### config.mk
export PLATFORM = sky130hd
export DESIGN_NAME = uart_tx_fifo
export DESIGN_NICKNAME = d
export VERILOG_FILES = /design/src/rtl/uart_tx_fifo.sv
export SDC_FILE = /design/constraint.sdc
export NUM_CORES = 1
export LEC_CHECK = 0
export BUFFER_PORTS_ARGS = -buffer_cell sky130_fd_sc_hd__buf_2
export CELL_PAD_IN_SITES_DETAIL_PLACEMENT = 1
export CELL_PAD_IN_SITES_GLOBAL_PLACEMENT = 1
export CORE_ASPECT_RATIO = 1.5
export CORE_MARGIN = 3
export CORE_UTILIZATION = 44
export DETAILED_ROUTE_END_ITERATION = 10
export HOLD_SLACK_MARGIN = 0.06
export MAX_ROUTING_LAYER = met4
export PLACE_DENSITY_LB_ADDON = 0.1
export REMOVE_ABC_BUFFERS = 1
export SLEW_MARGIN = 20
export SYNTH_ARGS = -nofsm -noshare
export SYNTH_HDL_FRONTEND = slang
export SYNTH_SLANG_ARGS = --single-unit
### constraint.sdc
create_clock -name clk -period 3.7 [get_ports clk]
set_input_delay 0 -clock clk [delete_from_list [all_inputs] [get_ports clk]]
set_output_delay 0 -clock clk [all_outputs]
set_load 0.05 [all_outputs]
### src/rtl/uart_tx_fifo.sv
// uart_tx_fifo: FIFO-buffered UART transmitter with per-frame latched config and drain interrupt.
module uart_tx_fifo #(
  parameter int DATA_W = 8,
  parameter int DEPTH = 8,
  parameter int DIV_W = 16
) (
  input  logic                      clk,
  input  logic                      reset,
  input  logic [DIV_W-1:0]          baud_div,
  input  logic                      parity_en,
  input  logic                      parity_odd,
  input  logic                      two_stop,
  input  logic                      wr_en,
  input  logic [DATA_W-1:0]         wr_data,
  output logic                      full,
  output logic                      empty,
  output logic [$clog2(DEPTH):0]    level,
  output logic                      overflow,
  output logic                      busy,
  output logic                      uart_out,
  output logic                      transmission_interrupt
);
  localparam int AW = $clog2(DEPTH);
  localparam logic [2:0] IDLE = 3'd0, START = 3'd1, DATA = 3'd2, PARITY = 3'd3, STOP = 3'd4;
  logic [DATA_W-1:0] mem [DEPTH];
  logic [AW-1:0] wr_ptr_q, wr_ptr_d, rd_ptr_q, rd_ptr_d;
  logic [AW:0] level_q, level_d;
  logic full_q, full_d, empty_q, empty_d, ovf_q, ovf_d, irq_q, irq_d, out_q, out_d;
  logic [2:0] state_q, state_d;
  logic [DIV_W-1:0] cnt_q, cnt_d, div_q, div_d, div_new;
  logic [DATA_W-1:0] sh_q, sh_d, head;
  logic [3:0] bit_q, bit_d;
  logic par_en_q, par_en_d, par_bit_q, par_bit_d, stop2_q, stop2_d;
  logic push, pop, tick;
  assign head = mem[rd_ptr_q];
  assign div_new = (baud_div == '0) ? DIV_W'(1) : baud_div;
  assign push = wr_en & ~full_q;
  assign tick = cnt_q == '0;
  assign pop = ~empty_q & ((state_q == IDLE) | ((state_q == STOP) & tick & ~stop2_q));
  assign full = full_q;
  assign empty = empty_q;
  assign level = level_q;
  assign overflow = ovf_q;
  assign busy = state_q != IDLE;
  assign uart_out = out_q;
  assign transmission_interrupt = irq_q;
  always_comb begin
    wr_ptr_d = wr_ptr_q + AW'(push);
    rd_ptr_d = rd_ptr_q + AW'(pop);
    level_d = level_q + (AW+1)'(push) - (AW+1)'(pop);
    full_d = level_d == (AW+1)'(DEPTH);
    empty_d = level_d == '0;
    ovf_d = wr_en & full_q;
    state_d = state_q;
    cnt_d = cnt_q;
    div_d = div_q;
    sh_d = sh_q;
    bit_d = bit_q;
    par_en_d = par_en_q;
    par_bit_d = par_bit_q;
    stop2_d = stop2_q;
    out_d = out_q;
    irq_d = 1'b0;
    if (pop) begin
      state_d = START;
      div_d = div_new;
      cnt_d = div_new - 1'b1;
      sh_d = head;
      bit_d = '0;
      par_en_d = parity_en;
      par_bit_d = ^head ^ parity_odd;
      stop2_d = two_stop;
      out_d = 1'b0;
    end else if (state_q != IDLE && !tick) begin
      cnt_d = cnt_q - 1'b1;
    end else if (state_q != IDLE) begin
      cnt_d = div_q - 1'b1;
      case (state_q)
        START: begin
          state_d = DATA;
          out_d = sh_q[0];
        end
        DATA: if (bit_q == 4'(DATA_W-1)) begin
          state_d = par_en_q ? PARITY : STOP;
          out_d = par_en_q ? par_bit_q : 1'b1;
        end else begin
          bit_d = bit_q + 1'b1;
          sh_d = sh_q >> 1;
          out_d = sh_q[1];
        end
        PARITY: begin
          state_d = STOP;
          out_d = 1'b1;
        end
        default: if (stop2_q) stop2_d = 1'b0;
        else begin
          state_d = IDLE;
          irq_d = 1'b1;
        end
      endcase
    end
  end
  always_ff @(posedge clk) begin
    if (reset && push) mem[wr_ptr_q] <= wr_data;
  end
  always_ff @(posedge clk) begin
    if (!reset) begin
      wr_ptr_q <= '0;
      rd_ptr_q <= '0;
      level_q <= '0;
      full_q <= 1'b0;
      empty_q <= 1'b1;
      ovf_q <= 1'b0;
      irq_q <= 1'b0;
      out_q <= 1'b1;
      state_q <= IDLE;
      cnt_q <= '0;
      div_q <= DIV_W'(1);
      sh_q <= '0;
      bit_q <= '0;
      par_en_q <= 1'b0;
      par_bit_q <= 1'b0;
      stop2_q <= 1'b0;
    end else begin
      wr_ptr_q <= wr_ptr_d;
      rd_ptr_q <= rd_ptr_d;
      level_q <= level_d;
      full_q <= full_d;
      empty_q <= empty_d;
      ovf_q <= ovf_d;
      irq_q <= irq_d;
      out_q <= out_d;
      state_q <= state_d;
      cnt_q <= cnt_d;
      div_q <= div_d;
      sh_q <= sh_d;
      bit_q <= bit_d;
      par_en_q <= par_en_d;
      par_bit_q <= par_bit_d;
      stop2_q <= stop2_d;
    end
  end
endmodule

==> flow_summary.toml <==
[timing]
setup_viol = 0
rsz0062_at_grt = "false"
worst_slew_pin_slew_ns = 0.9380
fmax_mhz = 300.0
period_share_pct = 90.08
period_needed_ns = 3.333
relSlewSlack_pct = 37.23
postLayoutSetupSlackWorst_ns = 0.3670
finClkSkew_ns = 0.01349
drv_slew = 0
finalHoldViolations = 0

[flow_run]
drv_cap = 0

[placement]
gp_congestion = 0.8723
place_hpwl_um = 11670
pre_cts_slack_ns = 0.3882
dp.cells = 761
placed_area_um2 = 6535
port-buffer-count = 39

[cells_and_area]
num_antenna_cells = 0
drive_gt1_share_pct = 17.45
stdcell_area_um2 = 7413
fin_cells = 821
area.growth.synth_to_final_pct = 21.12
register_area_um2 = 3223
multi_input_area_um2 = 2719
fillers = 1463
nets = 687

[setup_path]
cp-end-kind = "flop"
crit_top_cell = "ha_1"
crit_buf_inv = 2
crit_type = "flop to flop"
cp_max_fo = 7
crit_required_ns = 4.03
slowest_stage = "or4_4"
critPathTopFamily = "simple AND/OR/NAND/NOR gates"
critPathArrivalTime_ns = 3.66
critical_path.max_stage_delay_ns = 0.55
startpoint_type = "flop"
crit_path_cell_trace = "or4_4 > or4b_4 > o21ai_4 > nand2_2 > clkinv_1 > ha_1 > inv_1 > ha_1 > fa_1 > or3_1 > o21ai_0"

[synth]
synth_most_common_cell = "nand2_1"
synth_seq_cells = 129
synthCells = 570
yosysWarnings = 0
synth_edf_count = 64
syn_area_um2 = 6121
yosysTopAreaCell = "edfxtp_1"
yosys.area.top_type_share_pct = 31.40
yosys-top-cells-area = "edfxtp_1 31%, dfxtp_1 21%, mux2i_1 4.4%"
synthFlopType = "dfxtp_1"
syn_avg_cell_area_um2 = 10.74
synthTopCellsByCount = "72 x nand2_1, 65 x dfxtp_1, 64 x edfxtp_1"
async_reset_ff_share_pct = 0
yosysSeqAreaShare_pct = 52.66
ys_types = 64

[clock_network]
cts_tree = "yes"
h-tree-depth = 4
cts_sinks = 129
numCtsBuffers = 17
clk_pin_slew_worst_paths_ns = 0.06
cts-resized-gates = 0
clk_latency_ns = 0.41
cts_buffer_depth = 2
postCtsSetupBuffers = 0
cts_root_buf = "clkbuf_16"

[outcome]
status = "finished clean"

[drt]
routed-via-count = 4751
avgRoutedWirePerCell_um = 20.72
firstDrtPassIters = 4
drt-total-wl_um = 17010
post-route-drc-count = 0
via_per_inst = 5.787
postRouteAntennaNets = 0
drt-initial-drc-count = 167

[floorplan]
coreArea_um2 = 13530
start_util_pct = 45.23
dieArea_um2 = 15390
num_rows = 52
die_y_um = 150.5
io_pins = 40
die_w_um = 102.3

[pwr]
max-vdd-ir-drop_uv = 410.1
leakagePower_nw = 2.749
total_power_mw = 6.792
powerDensity_nw_per_um2 = 916.1

[grt]
grt_overflow_total = 0
antenna_found_initial = 0
grt_pass1_wl_um = 27370
grt_max_degree = 42
gr-usage-all-layers_pct = 24.24
grt_pass1_vias = 5204

[min_path]
hold_class = "input pin to flop"
==> power by group <==
| part | switching [mW] | internal (mW) | total, mW |
|---|---|---|---|
| Combinational | 1.82 | 1.22 | 3.04 |
| Clock | 0.684 | 1.02 | 1.70 |
| Sequential | 0.281 | 1.77 | 2.05 |
| Total | 2.78 | 4.01 | 6.79 |
==> metal layers <==
layer  global-route usage, %  vias to the layer above  routed length (um)
li1                        -                     2272                   -
met1                   23.45                     2385                6141
met2                   46.74                       69               10010
met3                   3.662                       25                 349
met4                   9.718                        0                 510
met5                       -                        -                   0
==> worst register-to-register path: cells and delay by family (launching register included) <==
family / cells / cell delay, ns
buffers and inverters: 2 / 0.14
flip-flops: 1 / 0.37
AND/OR/NAND/NOR: 4 / 1.56
adder cells (fa/ha/maj): 3 / 0.84
AO/OA/AOI/OAI: 2 / 0.34
==> worst paths after layout <==
path / from / end / slack [ns] / depth (start not counted)
setup / recovery: cnt_q[2] / empty / 0.37 / 11
hold / removal: parity_odd / par_bit_q / 0.14 / 4
setup reg to reg: cnt_q[2] / empty / 0.37 / 11
hold reg to reg: div_q[12] / div_q[12] / 0.46 / 2
==> cells in the final DEF, fill, tap and decap left out, types with 3 or more instances in the layout <==
master | netlist | final
mux2i_1 | 27 | 27
a21o_1 | 3 | 3
mux2_2 | 3 | 3
a21oi_1 | 44 | 44
inv_1 | 12 | 12
o211ai_1 | 4 | 4
nor2_1 | 46 | 46
or3_1 | 8 | 8
nor4_1 | 9 | 9
xnor2_1 | 13 | 13
a211oi_1 | 20 | 20
ha_1 | 10 | 10
edfxtp_1 | 64 | 64
dfxtp_1 | 65 | 65
buf_4 | 1 | 19
nand4_1 | 3 | 3
o22ai_1 | 5 | 5
and2_1 | 11 | 11
nor3_1 | 16 | 16
nor2b_1 | 7 | 7
nand2_1 | 72 | 72
o21a_1 | 4 | 4
buf_2 | 10 | 39
xor2_1 | 5 | 5
nand2b_1 | 6 | 6
dlygate4sd3_1 | 0 | 28
o211a_1 | 3 | 3
o21ai_0 | 18 | 18
a31oi_1 | 6 | 5
nand3_1 | 8 | 8
clkbuf_16 | 0 | 17
inv_6 | 0 | 4
inv_8 | 0 | 4
mux4_2 | 12 | 12
==> cells by family after synthesis <==
family | after synthesis | synth area share (%)
AOI/OAI and AO/OA | 129 | 14.31
xor gates and xnor gates | 19 | 2.944
adders and majority gates | 11 | 2.371
buffers and inverters | 43 | 3.025
DFF | 129 | 52.66
muxes | 42 | 9.383
and+or+nand+nor | 197 | 15.31
==> layout make-up <==
| cell class | instances | area share, % |
|---|---|---|
| Sequential cell | 129 | 43.48 |
| Multi-Input combinational cell | 398 | 36.68 |
| Timing Repair Buffer | 86 | 8.338 |
| Clock buffer | 17 | 5.738 |
| Tap cell | 162 | 2.734 |
| Clock inverter | 15 | 2.329 |
| Inverter | 14 | 0.7089 |
==> state kept, by name, indices dropped and copies added (netlist names), 4 cells and up <==
name / flops
bit_q: 4
cnt_q: 16
div_q: 16
level: 4
mem: 64
sh_q: 8
==> per-stage QoR <==
| stage | hold slack (ns) | utilization [%] | TNS, ns |
|---|---|---|---|
| after floorplan | 0.06194 | - | -1.195 |
| after global placement | 0.2416 | 48.29 | 0 |
| after detailed placement | 0.2467 | 48.29 | 0 |
| after CTS | 0.1320 | 54.78 | 0 |
| after global routing | 0.1595 | 54.78 | 0 |
| final | 0.1395 | 54.78 | 0 |
==> repair_timing <==
item | in CTS | in global routing
endpoints found under the hold margin | 84 | 0
hold buffers | 28 | 0
setup endpoints to repair | 0 | 0
Note: power is estimated with default switching activity, not from simulation.
